===== src/rtl/prng_arbiter_if.sv =====
// Bundle of request/response and generator-control signals between the PRNG
// arbiter (slave) and its environment: requesters plus the LFSR generator (master).
interface prng_arbiter_if #(
  parameter int N    = 8,
  parameter int NREQ = 4
);
  logic [NREQ-1:0] req_i;
  logic            seed_wr_i;
  logic [N-1:0]    seed_in_i;
  logic [N-1:0]    gen_value_i;
  logic            gen_step_o;
  logic            gen_load_o;
  logic [N-1:0]    gen_seed_o;
  logic [NREQ-1:0] gnt_o;
  logic            rnd_valid_o;
  logic [N-1:0]    rnd_data_o;
  logic            busy_o;

  modport slave (
    input  req_i, seed_wr_i, seed_in_i, gen_value_i,
    output gen_step_o, gen_load_o, gen_seed_o, gnt_o, rnd_valid_o, rnd_data_o, busy_o
  );

  modport master (
    output req_i, seed_wr_i, seed_in_i, gen_value_i,
    input  gen_step_o, gen_load_o, gen_seed_o, gnt_o, rnd_valid_o, rnd_data_o, busy_o
  );
endinterface


===== src/rtl/prng_arbiter.sv =====
// Round-robin sharing of one LFSR generator: each grant steps the generator STEPS
// times before the word is delivered; seed writes are serviced between grants.
//
// state     | meaning
// S_IDLE    | waiting; seed load has priority over arbitration
// S_LOAD    | one-cycle seed-load strobe to the generator
// S_STEP    | generator shifting, STEPS cycles
// S_SETTLE  | one cycle for the generator output register to catch up
// S_DELIVER | gnt + rnd_valid for the latched requester
module prng_arbiter #(
  parameter int N     = 8,
  parameter int NREQ  = 4,
  parameter int STEPS = 8
) (
  input logic            clk,
  input logic            rst,
  prng_arbiter_if.slave  bus
);

  localparam int IW = $clog2(NREQ);
  localparam int CW = 8;

  typedef enum logic [2:0] {
    S_IDLE,
    S_LOAD,
    S_STEP,
    S_SETTLE,
    S_DELIVER
  } state_t;

  state_t          state_q;
  logic [IW-1:0]   rr_q;
  logic [IW-1:0]   idx_q;
  logic [CW-1:0]   cnt_q;
  logic            pend_q;
  logic [N-1:0]    pend_seed_q;
  logic [N-1:0]    gen_seed_q;
  logic [N-1:0]    rnd_data_q;

  logic [2*NREQ-1:0] req_dbl;
  logic [NREQ-1:0]   req_rot;
  logic              pick_found;
  logic [IW-1:0]     pick_idx;
  logic [IW:0]       pick_sum;

  // An all-zero LFSR state never leaves zero, so zero seeds become one.
  function automatic logic [N-1:0] sanitize(input logic [N-1:0] s);
    return (s == '0) ? {{(N-1){1'b0}}, 1'b1} : s;
  endfunction

  // Rotate requests so bit 0 is the rr pointer; the lowest set offset wins.
  always_comb begin
    req_dbl    = {bus.req_i, bus.req_i};
    req_rot    = req_dbl[rr_q +: NREQ];
    pick_found = 1'b0;
    pick_idx   = '0;
    pick_sum   = '0;
    for (int i = NREQ - 1; i >= 0; i--) begin
      if (req_rot[i]) begin
        pick_found = 1'b1;
        pick_sum   = {1'b0, rr_q} + (IW+1)'(i);
        if (pick_sum >= (IW+1)'(NREQ)) pick_sum = pick_sum - (IW+1)'(NREQ);
        pick_idx   = pick_sum[IW-1:0];
      end
    end
  end

  always_ff @(posedge clk or posedge rst) begin
    if (rst) begin
      state_q     <= S_IDLE;
      rr_q        <= '0;
      idx_q       <= '0;
      cnt_q       <= '0;
      pend_q      <= 1'b0;
      pend_seed_q <= '0;
      gen_seed_q  <= {{(N-1){1'b0}}, 1'b1};
      rnd_data_q  <= '0;
    end else begin
      unique case (state_q)
        S_IDLE: begin
          if (bus.seed_wr_i) begin
            gen_seed_q <= sanitize(bus.seed_in_i);
            state_q    <= S_LOAD;
          end else if (pend_q) begin
            gen_seed_q <= sanitize(pend_seed_q);
            state_q    <= S_LOAD;
          end else if (pick_found) begin
            idx_q   <= pick_idx;
            cnt_q   <= '0;
            state_q <= S_STEP;
          end
        end
        S_LOAD: begin
          pend_q  <= 1'b0;
          state_q <= S_IDLE;
        end
        S_STEP: begin
          cnt_q <= cnt_q + 1'b1;
          if (cnt_q == CW'(STEPS - 1)) state_q <= S_SETTLE;
        end
        S_SETTLE: begin
          rnd_data_q <= bus.gen_value_i;
          state_q    <= S_DELIVER;
        end
        S_DELIVER: begin
          rr_q    <= (idx_q == IW'(NREQ - 1)) ? '0 : idx_q + 1'b1;
          state_q <= S_IDLE;
        end
        default: state_q <= S_IDLE;
      endcase

      // Placed after the case so a write landing in LOAD re-arms the flag.
      if (bus.seed_wr_i && state_q != S_IDLE) begin
        pend_q      <= 1'b1;
        pend_seed_q <= bus.seed_in_i;
      end
    end
  end

  assign bus.gen_step_o  = (state_q == S_STEP);
  assign bus.gen_load_o  = (state_q == S_LOAD);
  assign bus.gen_seed_o  = gen_seed_q;
  assign bus.rnd_valid_o = (state_q == S_DELIVER);
  assign bus.gnt_o       = (state_q == S_DELIVER) ? ({{(NREQ-1){1'b0}}, 1'b1} << idx_q) : '0;
  assign bus.rnd_data_o  = rnd_data_q;
  assign bus.busy_o      = (state_q != S_IDLE);

endmodule


===== src/flat_wrapper.sv =====
// flat-port wrapper written by rule: the top's interface ports become plain ports
module prng_arbiter_flat 
#(
  parameter int N     = 8,
  parameter int NREQ  = 4,
  parameter int STEPS = 8
)
  (clk, rst, bus_req_i, bus_seed_wr_i, bus_seed_in_i, bus_gen_value_i, bus_gen_step_o, bus_gen_load_o, bus_gen_seed_o, bus_gnt_o, bus_rnd_valid_o, bus_rnd_data_o, bus_busy_o);
  prng_arbiter_if #(.N(N), .NREQ(NREQ)) bus_i ();
  input logic clk;
  input logic rst;
  input wire logic [$bits(bus_i.req_i)-1:0] bus_req_i;
  input wire logic [$bits(bus_i.seed_wr_i)-1:0] bus_seed_wr_i;
  input wire logic [$bits(bus_i.seed_in_i)-1:0] bus_seed_in_i;
  input wire logic [$bits(bus_i.gen_value_i)-1:0] bus_gen_value_i;
  output wire logic [$bits(bus_i.gen_step_o)-1:0] bus_gen_step_o;
  output wire logic [$bits(bus_i.gen_load_o)-1:0] bus_gen_load_o;
  output wire logic [$bits(bus_i.gen_seed_o)-1:0] bus_gen_seed_o;
  output wire logic [$bits(bus_i.gnt_o)-1:0] bus_gnt_o;
  output wire logic [$bits(bus_i.rnd_valid_o)-1:0] bus_rnd_valid_o;
  output wire logic [$bits(bus_i.rnd_data_o)-1:0] bus_rnd_data_o;
  output wire logic [$bits(bus_i.busy_o)-1:0] bus_busy_o;
  assign bus_i.req_i = bus_req_i;
  assign bus_i.seed_wr_i = bus_seed_wr_i;
  assign bus_i.seed_in_i = bus_seed_in_i;
  assign bus_i.gen_value_i = bus_gen_value_i;
  assign bus_gen_step_o = bus_i.gen_step_o;
  assign bus_gen_load_o = bus_i.gen_load_o;
  assign bus_gen_seed_o = bus_i.gen_seed_o;
  assign bus_gnt_o = bus_i.gnt_o;
  assign bus_rnd_valid_o = bus_i.rnd_valid_o;
  assign bus_rnd_data_o = bus_i.rnd_data_o;
  assign bus_busy_o = bus_i.busy_o;
  prng_arbiter #(.N(N), .NREQ(NREQ), .STEPS(STEPS)) u_core (.clk(clk), .rst(rst), .bus(bus_i));
endmodule

===== config.mk =====
export PLATFORM = sky130hd
export DESIGN_NAME = prng_arbiter_flat
export DESIGN_NICKNAME = d
export VERILOG_FILES = /design/src/rtl/prng_arbiter_if.sv /design/src/rtl/prng_arbiter.sv /design/src/flat_wrapper.sv
export SDC_FILE = /design/constraint.sdc
export NUM_CORES = 1
export LEC_CHECK = 0
export CAP_MARGIN = 20
export CORE_AREA = 3 3 65 67
export DETAILED_ROUTE_END_ITERATION = 10
export DIE_AREA = 0 0 68 70
export PLACE_DENSITY = 0.79
export SLEW_MARGIN = 40
export SYNTH_ARGS = -nofsm -noshare
export SYNTH_HDL_FRONTEND = slang
export SYNTH_SLANG_ARGS = --single-unit

===== constraint.sdc =====
create_clock -name clk -period 4.7 [get_ports clk]
set_input_delay 0.94 -clock clk [delete_from_list [all_inputs] [get_ports clk]]
set_output_delay 0.94 -clock clk [all_outputs]
set_load 0.02 [all_outputs]

## Word level (Yosys, flattened, before mapping)

Cells that the tools add are included.

- Order comparisons: 4
- Bitwise logic cells: 2
- Equality and inequality tests: 11
- Mux-type cells: 29
- Add/subtract/negate cells: 9
- Reductions and logical operators: 12
- Shift-type cells: 2

Operators with widths:

| operator | count |
|---|---|
| two-way mux 8 bit | 7 |
| two-way mux 2 bit | 9 |
| zero test 8 bit | 2 |
| case mux 8 bit (2 select lines) | 1 |
| two-way mux 3 bit | 4 |
| >= comparator 3 bit, second input constant | 3 |
| case mux 3 bit (3 select lines) | 1 |
| adder 8 x 1 -> 8 bit, second input constant | 1 |
| == test 8 x 3 -> 1 bit, second input constant | 1 |
| AND reduction 4 bit | 2 |
| indexed part select 8 x 3 -> 4 bit | 1 |
| subtractor 2 x 1 -> 2 bit, second input constant | 4 |
| adder 2 x 2 -> 3 bit, second input constant | 2 |
| == test 3 x 2 -> 1 bit, second input constant | 2 |
| two-way mux 1 bit | 6 |
| nonzero test 2 bit | 3 |
| two-way mux 4 bit | 1 |
| != test 2 x 1 -> 1 bit, second input constant | 2 |
| != test 2 bit, second input constant | 2 |
| != test 4 x 2 -> 1 bit, second input constant | 1 |
| AND reduction 2 bit | 2 |
| left shift 1 x 2 -> 4 bit, first input constant | 1 |
| adder 2 x 1 -> 3 bit, second input constant | 1 |
| == test 3 x 1 -> 1 bit, second input constant | 1 |
| 8 further kinds | 9 |

- Output and inout port bits: 24
- Bits in registers: 40
- Logic and storage cells: 77

## Depth between registers and ports, before layout

- Word-level depth: 9
- Mapped depth: 7
- Depth with buffers taken out: 6

## Worst setup path before layout

Ideal clock, no wire load.

- Path kind: register -> output
- From: register u_core.state_q[1]
- To: output port bus_gnt_o[0]
- Arrival time: 1.281 ns
- Required time: 3.760 ns
- Stages on the path, launching flop included: 4
- Path buffers: 1
- Slack: 2.479 ns
- Cell sequence: dfrtp_1 -> buf_6 -> nor3b_2 -> and2_1

- Cells in the longest elaborated chain, start to end: 2

Ends and longest elaborated chain:

| item | line | text |
|---|---|---|
| from (decl) | prng_arbiter.sv:31 | `state_t state_q;` |
| from (signal assigned) | prng_arbiter.sv:70 | `state_q <= S_IDLE;` |
| from (signal assigned) | prng_arbiter.sv:83 | `state_q <= S_LOAD;` |
| from (signal assigned) | prng_arbiter.sv:86 | `state_q <= S_LOAD;` |
| == test 3 bit | - |  |
| named net bus_rnd_valid_o | flat_wrapper.sv:20 | `output wire logic [$bits(bus_i.rnd_valid_o)-1:0] bus_rnd_valid_o;` |
| two-way mux 4 bit | prng_arbiter.sv:124 | `assign bus.gnt_o = (state_q == S_DELIVER) ? ({{(NREQ-1){1'b0}}, 1'b1} << idx_q) : '0;` |
| to (decl) | flat_wrapper.sv:19 | `output wire logic [$bits(bus_i.gnt_o)-1:0] bus_gnt_o;` |

The timed path passes the listed nets, and every way through them passes these cells.

## Final worst setup path

- From: register u_core.state_q[1]
- To: output port bus_gnt_o[0]

- Cells in the longest elaborated chain, start to end: 2

Ends and longest elaborated chain:

| item | line |
|---|---|
| == test 3 bit | prng_arbiter.sv:124 |
| two-way mux 4 bit | prng_arbiter.sv:124 |

Every way passes these cells.

==> impl_metrics.py <==
metrics = {
    "run_status": {
        "status": "completed",
    },
    "yosys": {
        "synth_common_cells": "39 x dfrtp_1, 33 x nand2_1, 17 x nor2_1",
        "synthSimpleGateAreaFrac_pct": 19.3,
        "synth_area_per_cell_sq_um": 10.4,
        "ys_ff_latch": 40,
        "syn-cell-area_sq_um": 1890,
        "synth_top_cells_by_area": "dfrtp_1 52%, nand2_1 6.6%, mux2_2 5.4%",
        "synth_top_family_by_area": "simple AND/OR/NAND/NOR gates",
        "yosysMostFrequentCell": "dfrtp_1",
        "synth_top_area_cell": "dfrtp_1",
        "synth_edf_count": 0,
        "yosysSeqAreaShare_pct": 53.1,
        "yosys-mux-area-fraction_pct": 10.9,
        "synth_top_cell_area_share_pct": 51.7,
        "yosysUniqueCellTypes": 38,
        "async_flop_share_pct": 100,
        "synth_nets": 209,
        "synth-xor-area-share_pct": 1.86,
        "yosys_warnings": 0,
        "syn_inst": 181,
        "synthAdderAreaFrac_pct": 3.32,
        "synth_flop_cell": "dfrtp_1",
        "synth_compound_area_share_pct": 8.75,
    },
    "sta": {
        "layout_setup_ws_ns": 1.83,
        "finClkSkew_ns": 0.00811,
        "rsz0062_at_grt": "no",
        "max_freq_mhz": 348,
        "finalHoldViolCount": 0,
        "slew_viol_final": 0,
        "fin_crit_sh_pct": 61.1,
        "finalSetupViolations": 0,
        "slew_headroom_pct": 56.5,
        "setup_tns_ns": 0,
        "worst_pin_slew_ns": 0.650,
        "fin_crit_ns": 2.87,
        "hold_slack_ns": 0.481,
    },
    "worst_setup_path": {
        "rr_worst_depth": 4,
        "timing.rr.end": "u_core.cnt_q[5]",
        "setup.worst_path.start": "u_core.state_q[1]",
        "regToRegStartpoint": "u_core.state_q[1]",
        "crit_end": "bus_gnt_o[0]",
        "crit_chain": "nor3b_2 -> and2_1 -> clkdlybuf4s50_1",
        "crit_type": "reg -> out",
        "r2r_slack_ns": 2.78,
        "endpoint_kind": "output pin",
        "required_ns": 3.76,
        "crit_arrival_ns": 1.93,
        "crit_slowest_cell": "clkdlybuf4s50_1",
        "crit_buf_inv": 1,
        "cp_max_fo": 8,
        "startpoint_type": "flop",
        "crit_path_max_incr_delay_ns": 0.59,
        "path_delay_family": "simple AND/OR/NAND/NOR gates",
        "path_depth": 3,
    },
    "pwr": {
        "ir_drop_mv": 0.338,
        "power_per_cell_area_nw_per_um2": 606,
        "leakage_uw": 0.00110,
    },
    "layout": {
        "diodes": 0,
        "multi_input_area_sq_um": 836,
        "n_fill_cell": 318,
        "finalNetCount": 259,
        "layout-drive-gt1-share_pct": 9.91,
        "final_core_util_pct": 67.1,
        "area_growth_pct": 31.1,
        "final-seq-area_sq_um": 1000,
        "fin_area_sq_um": 2470,
    },
    "route": {
        "totalWireLength_um": 3860,
        "viasPerCell": 5.23,
        "drtIter0Drc": 89,
        "post-route-drc-count": 0,
        "num_vias": 1464,
        "dr.pass1.iters": 4,
        "wl_per_cell_um": 13.8,
        "ant_nets": 0,
    },
    "global_route": {
        "grt.total_usage_pct": 17.4,
        "grt_pass1_vias": 1421,
        "grt-ovfl-total": 0,
        "antenna_found_initial": 0,
        "grt_max_degree": 26,
        "grt_pass1_wl_um": 6490,
    },
    "clocking": {
        "htreeDepth": 2,
        "clkSlewWorstSetupHoldPaths_ns": 0.08,
        "cts_hold_buffers": 0,
        "cts_buffer_depth": 2,
        "clock_sinks": 40,
        "cts_setup_buffers": 0,
        "clkLatencyLatePin_ns": 0.28,
        "cts_buffers": 5,
        "ctsResizeCount": 0,
        "root_buffer": "clkbuf_8",
        "tritoncts": "built",
    },
    "place": {
        "port_buffers": 46,
        "gp_congestion": 0.776,
        "place_hpwl_um": 2970,
        "dpl_worst_slack_ns": 1.75,
        "post_dp_cell_area_sq_um": 2390,
    },
    "run": {
        "drv_cap": 0,
    },
    "die": {
        "row_count": 22,
        "die_h_um": 70,
        "die_w_um": 68,
        "start_util_pct": 51.2,
        "io_pins": 47,
        "die_area_sq_um": 4760,
        "core_area_sq_um": 3690,
    },
    "hold_path": {
        "hold_class": "reg -> reg",
    },
}
==> worst min-delay path by stage <==
stage                          endpoint  cells past startpoint                startpoint  slack, ns
6_report       u_core.bus.rnd_data_o[4]                      2  u_core.bus.rnd_data_o[4]       0.48
5_1_grt        u_core.bus.rnd_data_o[4]                      2  u_core.bus.rnd_data_o[4]       0.51
4_1_cts        u_core.bus.rnd_data_o[4]                      2  u_core.bus.rnd_data_o[4]       0.48
3_5_place_dp   u_core.bus.rnd_data_o[4]                      2  u_core.bus.rnd_data_o[4]       0.47
3_3_place_gp   u_core.bus.rnd_data_o[0]                      2  u_core.bus.rnd_data_o[0]       0.46
2_1_floorplan           u_core.cnt_q[5]                      1           u_core.cnt_q[5]       0.47
==> where the power goes <==
part           switching [uW]  leakage (uW)  internal (uW)
Clock                     108     0.0000422            104
Combinational             341      0.000565            320
Sequential                123      0.000489            503
==> tightest hold or removal path, stage by stage (launching register included) <==
cell and delay (ns):
dfrtp_1 0.35, nand2_1 0.05, nand2_1 0.06
==> cells by family after synthesis <==
group / after synthesis
simple gates: 74
mux: 19
fa+ha+maj: 5
buf+inv: 11
compound gates: 28
flops: 40
xor+xnor: 4
==> routing by layer <==
metal | track usage (%) | vias up | wire length [um]
met2 | 27.2 | 32 | 1960
li1 | - | 729 | -
met3 | 4.34 | 7 | 137
met5 | 0 | - | 0
met1 | 23.8 | 696 | 1710
met4 | 4.64 | 0 | 55
==> layout make-up <==
type	count	share of cell area (%)
tap	48	2.43
inverter	7	1.06
sequential	40	40.5
clock buffer	7	3.09
clock inverter	1	0.202
multi-input combinational	130	33.8
timing repair buffer	47	18.9
==> sequential cells by signal, summed over array words and instances, names as in the netlist <==
name and count:
u_core.cnt_q 8, u_core.bus.gen_seed_o 8, u_core.rr_q 2, u_core.state_q 3
u_core.pend_seed_q 8, u_core.pend_q 1, u_core.bus.rnd_data_o 8, u_core.idx_q 2
==> metrics by stage <==
stage / total power (uW) / std cells
5_1_grt: 1610 / 280
4_1_cts: 1520 / 280
3_3_place_gp: 1280 / 272
3_5_place_dp: 1300 / 272
2_1_floorplan: 1030 / 181
6_report: 1500 / 280
==> cell usage in the layout (no fill, tap or decap), types with 2 or more instances in the layout <==
cell type        synthesis  routed
a21oi_1                 12      12
a31oi_1                  2       2
and2_1                   5       5
and3_1                   2       2
clkbuf_1                 0       2
clkbuf_8                 0       5
clkdlybuf4s50_1          0      46
clkinv_1                 2       2
dfrtp_1                 39      39
ha_1                     5       5
inv_1                    5       4
mux2_2                   9       9
mux2i_1                  9       9
nand2_1                 33      33
nand3_1                  2       2
nor2_1                  17      16
nor3b_1                  2       2
nor4_1                   3       3
o21ai_0                  6       6
o22ai_1                  2       2
o41ai_1                  2       2
xor2_1                   4       4
Note: power is estimated with default switching activity, not from simulation.
